[config.mk]
export PLATFORM = sky130hd
export DESIGN_NAME = refresh_scheduler_flat
export DESIGN_NICKNAME = d
export VERILOG_FILES = /design/src/rtl/refresh_scheduler_pkg.sv /design/src/rtl/refresh_scheduler_if.sv /design/src/rtl/ref_interval_timer.sv /design/src/rtl/refresh_scheduler_chk.sv /design/src/rtl/refresh_scheduler.sv /design/src/flat_wrapper.sv
export SDC_FILE = /design/constraint.sdc
export NUM_CORES = 1
export LEC_CHECK = 0
export BUFFER_PORTS_ARGS = -buffer_cell sky130_fd_sc_hd__buf_2
export CAP_MARGIN = 20
export CORE_MARGIN = 1.5
export CORE_UTILIZATION = 60
export CTS_BUF_LIST = sky130_fd_sc_hd__clkbuf_4
export DETAILED_ROUTE_END_ITERATION = 6
export GPL_TIMING_DRIVEN = 0
export MAX_ROUTING_LAYER = met4
export PLACE_DENSITY = 0.9
export SKIP_LAST_GASP = 1
export SYNTH_ARGS = -nofsm -noshare
export SYNTH_HDL_FRONTEND = slang
export SYNTH_SLANG_ARGS = --single-unit
[constraint.sdc]
create_clock -name core_clk -period 2.95 [get_ports core_clk]
set_clock_uncertainty 0.05 [all_clocks]
set_input_delay 0.59 -clock core_clk [delete_from_list [all_inputs] [get_ports core_clk]]
set_output_delay 0.59 -clock core_clk [all_outputs]
set_load 0.01 [all_outputs]
[src/rtl/refresh_scheduler_pkg.sv]
// Shared types and constants for the DDR refresh scheduler.
package refresh_scheduler_pkg;

    typedef enum logic [1:0] {
        S_IDLE = 2'd0,
        S_REQ  = 2'd1,
        S_CMD  = 2'd2,
        S_RFC  = 2'd3
    } ref_state_e;

    localparam int DDR3_MAX_POSTPONE = 8;

    // Width of a counter that must hold values 0..max_val inclusive.
    function automatic int count_width(input int max_val);
        return (max_val < 1) ? 1 : $clog2(max_val + 1);
    endfunction

endpackage

[src/rtl/refresh_scheduler_if.sv]
// Refresh arbitration and command handshake between the scheduler (master),
// the transaction engine and the DFI command mux (slave side).
interface refresh_scheduler_if;
    logic tran_idle;
    logic ref_gnt;
    logic ref_cmd_ready;
    logic ref_req;
    logic ref_urgent;
    logic ref_cmd_valid;

    modport master (
        input  tran_idle,
        input  ref_gnt,
        input  ref_cmd_ready,
        output ref_req,
        output ref_urgent,
        output ref_cmd_valid
    );

    modport slave (
        output tran_idle,
        output ref_gnt,
        output ref_cmd_ready,
        input  ref_req,
        input  ref_urgent,
        input  ref_cmd_valid
    );
endinterface

[src/rtl/ref_interval_timer.sv]
// tREFI interval timer: registered one-cycle tick every T_REFI cycles while enabled.
// A count of 0 means "idle"; the first tick lands T_REFI cycles after enable rises.
module ref_interval_timer #(
    parameter int T_REFI = 780
) (
    input  logic core_clk,
    input  logic core_arstn,
    input  logic en,
    output logic tick
);
    localparam int CW = $clog2(T_REFI + 1);
    localparam logic [CW-1:0] CNT_ZERO  = CW'(0);
    localparam logic [CW-1:0] CNT_ONE   = CW'(1);
    localparam logic [CW-1:0] CNT_FIRST = CW'(T_REFI - 1);
    localparam logic [CW-1:0] CNT_NEXT  = CW'(T_REFI);

    logic [CW-1:0] cnt_r;
    logic          tick_r;

    // Down-counter: arm on enable, tick and reload on reaching one.
    always_ff @(posedge core_clk or negedge core_arstn) begin
        if (!core_arstn) begin
            cnt_r  <= CNT_ZERO;
            tick_r <= 1'b0;
        end else if (!en) begin
            cnt_r  <= CNT_ZERO;
            tick_r <= 1'b0;
        end else if (cnt_r == CNT_ZERO) begin
            cnt_r  <= CNT_FIRST;
            tick_r <= 1'b0;
        end else if (cnt_r == CNT_ONE) begin
            cnt_r  <= CNT_NEXT;
            tick_r <= 1'b1;
        end else begin
            cnt_r  <= cnt_r - CNT_ONE;
            tick_r <= 1'b0;
        end
    end

    assign tick = tick_r;
endmodule

[src/rtl/refresh_scheduler_chk.sv]
// Protocol checks on the refresh handshake: grant held while requested,
// REF command never retracted before acceptance.
module refresh_scheduler_chk (
    input logic core_clk,
    input logic core_arstn,
    input logic ref_req,
    input logic ref_gnt,
    input logic ref_cmd_valid,
    input logic ref_cmd_ready
);
    // Engine must not withdraw the grant while the scheduler still requests.
    gnt_held_a: assert property (@(posedge core_clk) disable iff (!core_arstn)
        (ref_req && ref_gnt) |=> (ref_gnt || !ref_req))
        else $error("ref_gnt dropped while ref_req high");

    // A presented REF stays presented until accepted.
    cmd_stable_a: assert property (@(posedge core_clk) disable iff (!core_arstn)
        (ref_cmd_valid && !ref_cmd_ready) |=> ref_cmd_valid)
        else $error("ref_cmd_valid retracted before acceptance");
endmodule

[src/rtl/refresh_scheduler.sv]
// DDR auto-refresh scheduler: tREFI tick, owed-refresh tracking, cmd-path arbitration, tRFC spacing.
// Optional REF_STATS_EN adds ref_issued_cnt and ref_max_owed statistics outputs.
module refresh_scheduler
    import refresh_scheduler_pkg::*;
#(
    parameter int T_REFI       = 780,
    parameter int T_RFC        = 44,
    parameter int MAX_POSTPONE = DDR3_MAX_POSTPONE,
    parameter int URGENT_TH    = 6,
    localparam int OW          = count_width(MAX_POSTPONE)
) (
    input  logic                  core_clk,
    input  logic                  core_arstn,
    input  logic                  ref_en,
    refresh_scheduler_if.master   ref_bus,
    output logic                  ref_busy,
    output logic [OW-1:0]         ref_owed,
    output logic                  ref_overflow
`ifdef REF_STATS_EN
    ,
    output logic [15:0]           ref_issued_cnt,
    output logic [OW-1:0]         ref_max_owed
`endif
);
    localparam int RW = count_width(T_RFC);
    localparam logic [OW-1:0] OWED_ZERO = OW'(0);
    localparam logic [OW-1:0] OWED_ONE  = OW'(1);
    localparam logic [OW-1:0] OWED_MAX  = OW'(MAX_POSTPONE);
    localparam logic [OW-1:0] OWED_URG  = OW'(URGENT_TH);
    localparam logic [RW-1:0] RFC_ZERO  = RW'(0);
    localparam logic [RW-1:0] RFC_ONE   = RW'(1);
    // S_RFC lasts T_RFC-1 cycles so the next acceptance lands exactly T_RFC after the last.
    localparam logic [RW-1:0] RFC_LOAD  = RW'(T_RFC - 2);

    ref_state_e    state_r;
    logic          req_r;
    logic          valid_r;
    logic [OW-1:0] owed_r;
    logic          overflow_r;
    logic [RW-1:0] rfc_r;
    logic          tick_s;
    logic          accept_s;
    logic          urgent_s;

    ref_interval_timer #(.T_REFI(T_REFI)) u_timer (
        .core_clk   (core_clk),
        .core_arstn (core_arstn),
        .en         (ref_en),
        .tick       (tick_s)
    );

    assign accept_s = valid_r & ref_bus.ref_cmd_ready;
    assign urgent_s = (owed_r >= OWED_URG);

    // Owed-refresh bookkeeping and sticky overflow flag.
    always_ff @(posedge core_clk or negedge core_arstn) begin
        if (!core_arstn) begin
            owed_r     <= OWED_ZERO;
            overflow_r <= 1'b0;
        end else if (!ref_en) begin
            owed_r     <= OWED_ZERO;
        end else if (tick_s && !accept_s) begin
            if (owed_r == OWED_MAX) begin
                overflow_r <= 1'b1;
            end else begin
                owed_r <= owed_r + OWED_ONE;
            end
        end else if (accept_s && !tick_s && (owed_r != OWED_ZERO)) begin
            owed_r <= owed_r - OWED_ONE;
        end
    end

    // Arbitration / command FSM with registered ref_req and ref_cmd_valid.
    always_ff @(posedge core_clk or negedge core_arstn) begin
        if (!core_arstn) begin
            state_r <= S_IDLE;
            req_r   <= 1'b0;
            valid_r <= 1'b0;
            rfc_r   <= RFC_ZERO;
        end else begin
            case (state_r)
                S_IDLE: begin
                    if (ref_en && (owed_r != OWED_ZERO) && (ref_bus.tran_idle || urgent_s)) begin
                        state_r <= S_REQ;
                        req_r   <= 1'b1;
                    end
                end
                S_REQ: begin
                    if (ref_bus.ref_gnt) begin
                        state_r <= S_CMD;
                        valid_r <= 1'b1;
                    end else if (!ref_en) begin
                        state_r <= S_IDLE;
                        req_r   <= 1'b0;
                    end
                end
                S_CMD: begin
                    if (accept_s) begin
                        state_r <= S_RFC;
                        valid_r <= 1'b0;
                        rfc_r   <= RFC_LOAD;
                    end
                end
                S_RFC: begin
                    if (rfc_r != RFC_ZERO) begin
                        rfc_r <= rfc_r - RFC_ONE;
                    end else if (ref_en && (owed_r != OWED_ZERO)) begin
                        state_r <= S_CMD;
                        valid_r <= 1'b1;
                    end else begin
                        state_r <= S_IDLE;
                        req_r   <= 1'b0;
                    end
                end
                default: begin
                    state_r <= S_IDLE;
                    req_r   <= 1'b0;
                    valid_r <= 1'b0;
                    rfc_r   <= RFC_ZERO;
                end
            endcase
        end
    end

    assign ref_bus.ref_req       = req_r;
    assign ref_bus.ref_cmd_valid = valid_r;
    assign ref_bus.ref_urgent    = urgent_s;
    assign ref_busy              = (state_r != S_IDLE);
    assign ref_owed              = owed_r;
    assign ref_overflow          = overflow_r;

`ifdef REF_STATS_EN
    logic [15:0]   issued_r;
    logic [OW-1:0] max_owed_r;

    // Acceptance counter (wraps) and owed high-water mark.
    always_ff @(posedge core_clk or negedge core_arstn) begin
        if (!core_arstn) begin
            issued_r   <= 16'd0;
            max_owed_r <= OWED_ZERO;
        end else begin
            if (accept_s) begin
                issued_r <= issued_r + 16'd1;
            end
            if (owed_r > max_owed_r) begin
                max_owed_r <= owed_r;
            end
        end
    end

    assign ref_issued_cnt = issued_r;
    assign ref_max_owed   = max_owed_r;
`endif

    refresh_scheduler_chk u_chk (
        .core_clk      (core_clk),
        .core_arstn    (core_arstn),
        .ref_req       (req_r),
        .ref_gnt       (ref_bus.ref_gnt),
        .ref_cmd_valid (valid_r),
        .ref_cmd_ready (ref_bus.ref_cmd_ready)
    );
endmodule

[src/flat_wrapper.sv]
// flat-port wrapper written by rule: the top's interface ports become plain ports
module refresh_scheduler_flat import refresh_scheduler_pkg::*;
#(
    parameter int T_REFI       = 780,
    parameter int T_RFC        = 44,
    parameter int MAX_POSTPONE = DDR3_MAX_POSTPONE,
    parameter int URGENT_TH    = 6,
    localparam int OW          = count_width(MAX_POSTPONE)
)
  (core_clk, core_arstn, ref_en, ref_busy, ref_owed, ref_overflow, ref_bus_tran_idle, ref_bus_ref_gnt, ref_bus_ref_cmd_ready, ref_bus_ref_req, ref_bus_ref_urgent, ref_bus_ref_cmd_valid);
  refresh_scheduler_if ref_bus_i ();
  input  logic core_clk;
  input  logic core_arstn;
  input  logic ref_en;
  output logic ref_busy;
  output logic [OW-1:0] ref_owed;
  output logic ref_overflow;
  input wire logic [$bits(ref_bus_i.tran_idle)-1:0] ref_bus_tran_idle;
  input wire logic [$bits(ref_bus_i.ref_gnt)-1:0] ref_bus_ref_gnt;
  input wire logic [$bits(ref_bus_i.ref_cmd_ready)-1:0] ref_bus_ref_cmd_ready;
  output wire logic [$bits(ref_bus_i.ref_req)-1:0] ref_bus_ref_req;
  output wire logic [$bits(ref_bus_i.ref_urgent)-1:0] ref_bus_ref_urgent;
  output wire logic [$bits(ref_bus_i.ref_cmd_valid)-1:0] ref_bus_ref_cmd_valid;
  assign ref_bus_i.tran_idle = ref_bus_tran_idle;
  assign ref_bus_i.ref_gnt = ref_bus_ref_gnt;
  assign ref_bus_i.ref_cmd_ready = ref_bus_ref_cmd_ready;
  assign ref_bus_ref_req = ref_bus_i.ref_req;
  assign ref_bus_ref_urgent = ref_bus_i.ref_urgent;
  assign ref_bus_ref_cmd_valid = ref_bus_i.ref_cmd_valid;
  refresh_scheduler #(.T_REFI(T_REFI), .T_RFC(T_RFC), .MAX_POSTPONE(MAX_POSTPONE), .URGENT_TH(URGENT_TH)) u_core (.core_clk(core_clk), .core_arstn(core_arstn), .ref_en(ref_en), .ref_bus(ref_bus_i), .ref_busy(ref_busy), .ref_owed(ref_owed), .ref_overflow(ref_overflow));
endmodule
* Word-level counts from Yosys, hierarchy flattened
Cells that the tools add are included.
W data, S select, Z words.
** Word-level totals
- Bits in registers :: 26
- Input bits :: 6
- Logic and storage cells :: 84
** Operators by class
- $add $sub $neg :: 4
- $lt $le $gt $ge :: 1
- Equal/unequal tests :: 17
- Multiplexer cells :: 31
- Bitwise gates (word level) :: 1
- Reductions and logical operators :: 22
** Operator list (number)
- $mux W10 :: 3
- $mux W4 :: 4
- $mux W1 :: 12
- $mux W2 :: 6
- $mux W6 :: 2
- $pmux W6 S2 :: 1
- $eq A10 B1 Y1 const B :: 1
- $logic_not A10 Y1 :: 1
- $ne A2 B2 Y1 const B :: 5
- $sub A10 B1 Y10 const B :: 1
- $ne A2 B1 Y1 const B :: 4
- $pmux W2 S4 :: 1
- $ne A3 B3 Y1 const B :: 2
- $pmux W1 S3 :: 2
- $reduce_and A3 Y1 :: 2
- $reduce_and A6 Y1 :: 1
- $reduce_bool A3 Y1 :: 2
- $reduce_bool A6 Y1 :: 1
- $sub A6 B1 Y6 const B :: 1
- $logic_and A1 B1 Y1 :: 5
- $reduce_and A5 Y1 :: 1
- $add A4 B1 Y4 const B :: 1
- $eq A2 B2 Y1 const B :: 2
- $eq A4 B4 Y1 const B :: 1
- other kinds (12) :: 14

* Depth between registers and ports, before layout
Gate-level depths: netlist of the first run.
- Depth in word-level cells :: 6
- Gate-level depth with buffers :: 7
- Depth with buffers taken out :: 7

* Modules after synthesis
Synthesis of the first run repeated with hierarchy kept, for this count alone.
** Second synthesis, totals
- Cells, all modules :: 167
- Area, all modules :: 1570.3 µm²
** Modules (own cells, without submodules)
- refresh_scheduler :: times used 1, cells an instance 106, area an instance 974.7 µm², seq. area each 375.4 µm²
- ref_interval_timer :: times used 1, cells an instance 61, area an instance 595.6 µm², seq. area each 275.3 µm²

* Least setup slack after synthesis of the first run
No wires, ideal clock.
- Path type :: in2reg
- Start :: input port ref_bus_ref_cmd_ready
- End :: register u_core.owed_r[3] (netlist: u_core.ref_owed[3])
- Arrival time :: 1.996 ns
- Path slack :: 0.785 ns
- Stages :: 7
- Cells stage by stage :: a21boi_1 inv_1 ha_1 a21o_1 a21oi_1 mux4_2 and2_1
** Between the ends
- Word-level cells in the longest chain between the ends :: 5
** RTL lines
- start, declared :: line flat_wrapper.sv:20 : input wire logic [$bits(ref_bus_i.ref_cmd_ready)-1:0] ref_bus_ref_cmd_ready;
- $and A1 B1 Y1 * :: line refresh_scheduler.sv:52 : assign accept_s = valid_r & ref_bus.ref_cmd_ready;
- $logic_not A1 Y1 / $logic_and A1 B1 Y1 (equally long branches) :: line refresh_scheduler.sv:62, refresh_scheduler.sv:68
- $logic_and A1 B1 Y1 (on tied branches) :: line refresh_scheduler.sv:62, refresh_scheduler.sv:68
- $ne A3 B3 Y1 (no source line) (tied with other cells)
- $reduce_and A2 Y1 (no source line) / $mux W4 (equally long branches)
- end signal, assigned :: line refresh_scheduler.sv:66 : owed_r <= owed_r + OWED_ONE;
- end signal, assigned :: line refresh_scheduler.sv:69 : owed_r <= owed_r - OWED_ONE;
- end, declared :: line refresh_scheduler.sv:38 : logic [OW-1:0] owed_r;
Every way passes the cells marked *; elsewhere a longest branch is shown, timed or not.
A chain may end at the register's enable or synchronous reset.

* Final worst setup path of the first run
- Start :: register u_core.valid_r (netlist: u_core.ref_bus.ref_cmd_valid)
- End :: register u_core.owed_r[3] (netlist: u_core.ref_owed[3])
** Between the ends
- Word-level cells in the longest chain between the ends :: 5
** RTL lines
- start, declared :: line refresh_scheduler.sv:37 : logic valid_r;
- start signal, assigned :: line refresh_scheduler.sv:78 : valid_r <= 1'b0;
- start signal, assigned :: line refresh_scheduler.sv:91 : valid_r <= 1'b1;
- start signal, assigned :: line refresh_scheduler.sv:100 : valid_r <= 1'b0;
- $and A1 B1 Y1 * :: line refresh_scheduler.sv:52
- $logic_not A1 Y1 / $logic_and A1 B1 Y1 (equally long branches) :: line refresh_scheduler.sv:62, refresh_scheduler.sv:68
- $logic_and A1 B1 Y1 (on tied branches) :: line refresh_scheduler.sv:62, refresh_scheduler.sv:68
- $ne A3 B3 Y1 (no source line) (tied with other cells)
- $reduce_and A2 Y1 (no source line) / $mux W4 (equally long branches)
Marked as above.

==> results.md, run 1 <==
- Status: finished clean
- Drt first pass iters: 4
- Worst-Skew Late Latency: 310 ps
- Clk buf depth: 2
- Num CTS Buffers: 3
- Worst-path clk slew: 140 ps
- Routed WL: 3330 um
- HPWL Detailed: 2490 um
- Rel. slew slack: 43.6%
- Setup Total Neg Slack: 0 ps
- Remaining Overflow, GRT: 0
- Yosys cell types: 43
- Pwr dens: 673 nW/um^2
- Initial drt markers: 43
- Multi-input logic area: 847 sq um
- Layout Nets: 197
- Worst vdd ir: 0.615 mV
- RSZ-0062 raised after global routing: no
- Final Max Tran Viols: 0
- Setup bufs post-CTS: 0
- Synth top area cells: dfrtp_1, ha_1, nor2_1, a21oi_1, nand2_1
- Tmin final: 2310 ps
- DRC: 0
- Wire per inst: 15.7 um
- CP max-delay cell: dfrtp_1
- Top delay family on crit path: compound AO/OA/AOI/OAI gates
- Lkg Pwr: 0.851 nW
- Register area: 651 sq um
- Hold_buf cts: 0
- CP startpoint kind: flop
- Clock Root Buffer: clkbuf_4
- Netlist Area Pre-Place: 1560 sq um
- First-pass GRT wire length: 5420 um
- Area leader, netlist: dfrtp_1
- Mean Syn Cell Area: 9.44 sq um
- Initial antenna violation count: 0
- Post-synthesis cell count: 165
- Core region area: 2480 sq um
- Ys Warns: 0
- GPL Wtd Cong: 0.926
- CP required: 3120 ps
- Min Hold Slack: 197 ps
- Number of clock sinks: 26
- Final Hold Fails: 0
- Yosys top cell area share: 41.8%
- Max cap viols: 0
- CP Max Fanout: 7
- Placement Rows: 18
- Share of layout cells above drive strength 1: 11.5%
- CTS tree: yes
- Fillers: 190
- Top Ports: 15
- Worst Max-Slew Pin Slew: 843 ps
- Hold WC Path Type: in -> async
- Part of the cycle the worst path needs: 78.3%
- Buf/Inv on CP: 1
- Post-synth net total: 178
- Worst path max stage delay: 460 ps
- Resized Gates After CTS: 0
- Worst EP arrival: 2480 ps
- Critical-path cell list: a21boi_1, inv_1, ha_1, a21o_1, a21oi_1, mux4_2, and2_1
- Detail Route Antenna Nets: 0
- Setup CP Type: reg -> reg
- Die Span Y: 54.0 um
- Via density: 6.34
- H-tree depth: 1
- Initial core utilization: 62.9%
- # diodes: 0
- Layout area overhead: 8.35%
- Fmax: 433 MHz
- Die ar.: 2910 sq um
- Final Util: 68.1%
- Yosys reg bits: 26
- Number of global-route vias before repair: 1230
- IO Port Bufs: 14
- Setup violators final: 0
- Vias: 1345
- Largest net degree at the start of global routing: 27
- Die width: 54.0 um
- Crit end category: flop
- GRT Overall Usage: 26.4%
- Seq/Total Area, Yosys: 41.8%
## path summary, 6_finish.rpt
path | start | to | slack (ps) | cells after the start
min reg2reg | u_core.ref_overflow | u_core.ref_overflow | 430 | 1
max in group asynchronous | core_arstn | u_core.rfc_r[0] | 2270 | 1
max | u_core.ref_bus.ref_cmd_valid | u_core.ref_owed[3] | 640 | 7
min | core_arstn | u_core.ref_owed[1] | 200 | 1
min in group core_clk | u_core.ref_overflow | u_core.ref_overflow | 430 | 1
max reg2reg | u_core.ref_bus.ref_cmd_valid | u_core.ref_owed[3] | 640 | 7
## power by group
group,internal [mW],total [mW],switching (mW)
clock network,0.0477,0.148,0.100
logic,0.209,0.473,0.265
registers,0.425,0.515,0.0891
total,0.682,1.14,0.454
## flip-flops by register name (all words and copies together) (netlist names)
name	cells
u_core.ref_overflow	1
u_core.u_timer.cnt_r	10
u_core.state_r	2
u_core.rfc_r	6
u_core.ref_bus.ref_req	1
u_core.u_timer.tick	1
u_core.ref_bus.ref_cmd_valid	1
u_core.ref_owed	4
## cells in the mapped netlist
cell type and instances:
a211o_1 1, a21boi_0 2, a21boi_1 2, a21o_1 3, a21oi_1 9, a22o_1 3, a22oi_1 1, a31oi_1 2
a41o_1 3, and2_1 6, and3_1 3, and3b_1 1, clkbuf_1 6, dfrtp_1 26, fa_1 1, ha_1 6
inv_1 10, mux2i_1 4, mux4_2 1, nand2_1 12, nand2b_1 1, nand3_1 4, nand3b_1 1, nor2_1 13
nor2b_1 3, nor3_1 5, nor3b_1 1, nor4_1 2, o2111ai_1 1, o211a_1 3, o211ai_1 3, o21a_1 1
o21ai_0 7, o221a_2 1, o22ai_1 2, o31ai_1 3, or2_2 1, or3_1 1, or3b_1 1, or4_1 2
or4_4 1, xnor2_1 4, xor2_1 2
## worst reg2reg max path: stages (launching register included)
cell and delay (ps):
dfrtp_1 460, a21boi_1 450, inv_1 140, ha_1 300, a21o_1 180, a21oi_1 170, mux4_2 300, and2_1 170
## layer usage
| layer | wire [um] | track usage [%] | vias to the layer above |
|---|---|---|---|
| met1 | 1470 | 32.4 | 662 |
| met5 | 0 | - | - |
| li1 | - | - | 635 |
| met3 | 154 | 3.89 | 6 |
| met2 | 1640 | 43.3 | 42 |
| met4 | 61 | 11.1 | 0 |
## layout make-up
type,instances,share of cell area (%)
inverter,10,2.22
clock buffer,3,1.33
multi-input combinational,123,50.2
tap,30,2.22
buffer,6,1.33
sequential,26,38.5
timing repair buffer,14,4.15
## placed cells by master, fill, tap and decap left out, drive strengths merged, types with 2 or more instances in the layout
cell type  netlist  final
mux2i            4      4
xor2             2      2
a22o             3      3
and3             3      3
nor2            13     13
buf              0     14
o31ai            3      3
nor3             5      5
or4              3      3
o21ai            7      7
a41o             3      3
nand3            4      4
a21boi           4      4
o22ai            2      2
xnor2            4      4
o211ai           3      3
a21o             3      3
inv             10     10
a31oi            2      2
nor2b            3      3
o211a            3      3
dfrtp           26     26
ha               6      6
clkbuf           6      9
and2             6      6
a21oi            9      9
nand2           12     12
nor4             2      2
## kinds of logic (layout without fill, tap and decap cells)
| kind of cell | after synthesis | count (layout) | share of synthesized area (%) |
|---|---|---|---|
| flops | 26 | 26 | 41.8 |
| xor+xnor | 6 | 6 | 3.37 |
| compound gates | 47 | 47 | 21.4 |
| buf+inv | 16 | 33 | 3.86 |
| mux | 5 | 5 | 4.02 |
| fa+ha+maj | 7 | 7 | 6.10 |
| simple gates | 58 | 58 | 19.5 |
## per-stage QoR
stage,total power [mW],setup slack (ps),std cells,cell area [sq um]
CTS,1.13,663,212,1690
detailed placement,0.985,413,209,1670
floorplan,0.869,785,165,1560
global placement,0.943,518,209,1670
global route,1.23,481,212,1690
finish,1.14,639,212,1690
(Power assumes the default switching activity.)
==> run 2, diff against run 1 <==
--- a/config.mk
+++ b/config.mk
@@ -5,15 +5,16 @@
 export SDC_FILE = /design/constraint.sdc
 export NUM_CORES = 1
 export LEC_CHECK = 0
+export ABC_AREA = 1
 export BUFFER_PORTS_ARGS = -buffer_cell sky130_fd_sc_hd__buf_2
 export CAP_MARGIN = 20
 export CORE_MARGIN = 1.5
-export CORE_UTILIZATION = 60
+export CORE_UTILIZATION = 55
 export CTS_BUF_LIST = sky130_fd_sc_hd__clkbuf_4
 export DETAILED_ROUTE_END_ITERATION = 6
 export GPL_TIMING_DRIVEN = 0
 export MAX_ROUTING_LAYER = met4
-export PLACE_DENSITY = 0.9
+export PLACE_DENSITY = 0.87
 export SKIP_LAST_GASP = 1
 export SYNTH_ARGS = -nofsm -noshare
 export SYNTH_HDL_FRONTEND = slang
==> constraint.sdc (replaced) <==
create_clock -name core_clk -period 1.9 [get_ports core_clk]
set_clock_uncertainty 0.05 [all_clocks]
set_input_delay 0.38 -clock core_clk [delete_from_list [all_inputs] [get_ports core_clk]]
set_output_delay 0.38 -clock core_clk [all_outputs]
set_load 0.01 [all_outputs]
==> results.md, run 2 <==
- Status: finished clean
- Post-synth net total: 233 (+31%)
- Max FFs per register: 10 (unchanged)
- Clk buf depth: 2 (unchanged)
- Buf/Inv on CP: 0 (-1)
- CTS tree: yes
- Remaining Overflow, GRT: 0 (unchanged)
- Pwr dens: 1170 nW/um^2 (+74%)
- Asr flop ratio synth: 100% (unchanged)
- CP startpoint kind: flop
- Tmin final: 1660 ps (-654 ps)
- DRC: 0 (unchanged)
- Comb pwr share: 43.0% (+1.3 points)
- Netlist Area Pre-Place: 1640 sq um (+5.0%)
- Share of layout cells above drive strength 1: 18.5% (+6.9 points)
- Wire per inst: 11.6 um (-26%)
- Int Pwr: 1.25 mW (+83%)
- Critical-path cell list: nand2_1, nand2_1, ha_1, a21oi_1, nand2_1, nand2_1, nand2_1, o21ai_1
- Worst-path clk slew: 150 ps (about the same)
- Die ar.: 3310 sq um (+14%)
- Initial core utilization: 58.8% (-4.1 points)
- Die Span Y: 57.5 um (+6.6%)
- Detail Route Antenna Nets: 0 (unchanged)
- Sw power: 0.856 mW (+88%)
- Layout Nets: 252 (+28%)
- Number of clock sinks: 26 (unchanged)
- Reg power frac: 38.6% (-6.7 points)
- Crit end category: flop
- Setup CP Type: reg -> reg
- Final Hold Fails: 0 (unchanged)
- R2r worst-path depth: 8 (+1)
- Min-delay src: ref_en
- Rel. slew slack: 61.5% (+18 points)
- Fillers: 249 (+31%)
- Most frequent cells in the layout: nand2_1, inv_1, nor2_1, dfrtp_1, nand3_1
- Worst path max stage delay: 420 ps (-40 ps)
- Setup violators final: 0 (unchanged)
- Num CTS Buffers: 3 (unchanged)
- Leading cell type in the layout, fill and taps excluded: nand2_1
- Hold Path Stages: 3
- Setup bufs post-CTS: 0 (unchanged)
- Post-route cell area: 1800 sq um (+6.7%)
- Post-placement cell count: 264 (+26%)
- # diodes: 0 (unchanged)
- Cell mode on critical path: nand2_1
- Top_reg_cell synth: dfrtp_1
- Max cap viols: 0 (unchanged)
- Part of the cycle the worst path needs: 87.2% (+8.9 points)
- IO Port Bufs: 13 (-1)
- Switching Share: 40.7% (+0.67 points)
- Initial drt markers: 54 (+26%)
- Layout area overhead: 10.2%
- Count leader, synth: nand2_1
- Worst vdd ir: 0.825 mV (+34%)
- Mean Syn Cell Area: 7.43 sq um (-21%)
- Yosys top cell area share: 39.8% (-2.0 points)
- GPL Wtd Cong: 0.854 (-7.7%)
- Most instantiated cells after synthesis: nand2_1, inv_1, nor2_1
- Top reg by flops: u_core.u_timer.cnt_r
- CP max-delay cell: dfrtp_1
- Ys Warns: 0 (unchanged)
- Placement Rows: 19 (+1)
- Crit path depth: 8 (+1)
- HPWL Detailed: 2240 um (-9.8%)
- GRT Overall Usage: 22.1% (-4.3 points)
- CP required: 2120 ps (-1000 ps)
- Final Max Tran Viols: 0 (unchanged)
- Worst-Skew Late Latency: 330 ps (+20 ps)
- Routed WL: 3110 um (-6.5%)
- Die width: 57.5 um (+6.6%)
- Yosys cell types: 27 (-37%)
- Top Ports: 15 (unchanged)
- Final std cells w/o fill: 269 (+27%)
- Seq/Total Area, Yosys: 39.8% (-2.0 points)
- Worst R2R Start: u_core.ref_bus.ref_cmd_valid
- H-tree depth: 1 (unchanged)
- Clock power share: 18.4% (+5.4 points)
- Worst Max-Slew Pin Slew: 577 ps (-266 ps)
- Hold endpoint: u_core.u_timer.cnt_r[9]
- R2R Path End: u_core.ref_owed[3]
- RSZ-0062 raised after global routing: no
- Worst EP arrival: 1880 ps (-600 ps)
- Synth top area cells: dfrtp_1, nand2_1, inv_1, nor2_1, nand3_1
- Fmax: 604 MHz (+39%)
- Setup Total Neg Slack: 0 ps (unchanged)
- Post-synth EDFFs: 0 (unchanged)
- R2R setup slack: 240 ps (-400 ps)
- CP Max Fanout: 5 (-2)
- Drt first pass iters: 4 (unchanged)
- Number of global-route vias before repair: 1365 (+11%)
- Yosys reg bits: 26 (unchanged)
- First-pass GRT wire length: 5570 um (+2.7%)
- Vias: 1418 (+5.4%)
- Lkg Pwr: 0.974 nW (+14%)
- Core region area: 2780 sq um (+12%)
- Hold WC Path Type: in -> reg
- Area leader, netlist: dfrtp_1
- Top delay family on crit path: simple AND/OR/NAND/NOR gates
- Initial antenna violation count: 0 (unchanged)
- Clock Root Buffer: clkbuf_4
- Post-synthesis cell count: 220 (+33%)
- Largest net degree at the start of global routing: 27 (unchanged)
- DP Area: 1740 sq um (+4.4%)
- Via density: 5.27 (-17%)
[run 2: changes by cell type in the layout (fill, tap and decap cells not counted), moves of 5 or more]
cell	delta
clkbuf_1	-6
a21oi_1	-5
nand3_1	+12
nor2_1	+15
and2_1	-6
inv_1	+19
inv_2	+6
nor2_2	+5
nand2_1	+45
[run 2: cell families after synthesis]
family	after synthesis	synth area share [%]
flip-flops	26	39.8
buffers and inverters	37	9.03
adder cells (fa/ha/maj)	7	5.81
AO/OA/AOI/OAI	21	7.50
AND/OR/NAND/NOR	123	34.7
XOR/XNOR	6	3.21
[run 2: what timing repair did]
item | 4_1_cts | 5_1_grt
resized for setup | 0 | 0
endpoints found under the hold margin | 26 | 0
hold buffers | 1 | 0
[run 2: layer usage]
layer  vias to the layer above  global-route usage (%)  share of wire (%)
li1                        723                       -                  -
met1                       659                    27.2                 47
met2                        30                    36.5                 49
met3                         6                    2.27                3.3
met4                         0                    9.97                1.2
met5                         -                       -                  0
[run 2: final cells by class]
cell class	instances	area, sq um	area share [%]
repair buffers	14	75.1	4.17
clock inverters	1	30.0	1.67
plain buffers	1	11.3	0.625
multi-input cells	157	837	46.5
clock buffers	3	22.5	1.25
flip-flops and latches	26	651	36.1
well taps	31	38.8	2.15
inverters	36	136	7.57
[run 2: power by group through the flow]
stage / registers (mW) / logic (mW) / clock network (mW)
2_1_floorplan: 0.804 / 0.720 / 0
3_3_place_gp: 0.816 / 0.872 / 0
3_5_place_dp: 0.821 / 0.911 / 0
4_1_cts: 0.810 / 0.915 / 0.395
5_1_grt: 0.836 / 1.05 / 0.418
6_report: 0.811 / 0.906 / 0.387
[run 2: how the worst max path moves through the flow]
stage / slack [ps] / end / startpoint
2_1_floorplan: 370 / u_core.ref_owed[3] / u_core.ref_bus.ref_cmd_valid
3_3_place_gp: 220 / u_core.ref_owed[3] / ref_bus_ref_cmd_ready
3_5_place_dp: 200 / u_core.ref_owed[3] / ref_bus_ref_cmd_ready
4_1_cts: 250 / u_core.ref_owed[3] / u_core.ref_bus.ref_cmd_valid
5_1_grt: 110 / u_core.ref_owed[3] / u_core.ref_bus.ref_cmd_valid
6_report: 240 / u_core.ref_owed[3] / u_core.ref_bus.ref_cmd_valid
[run 2: metrics by stage]
stage,worst slack [ps],hold slack [ps],total power [mW],utilization [%]
after global placement,224,360,1.69,62.5
after CTS,253,232,2.12,64.8
final,243,239,2.10,64.8
after floorplan,372,34.4,1.52,-
after global routing,106,238,2.31,64.8
after detailed placement,198,363,1.73,62.5
[run 2: worst min-delay path: stages]
cell and delay [ps]:
buf_6 120, nand2_1 70, inv_1 30
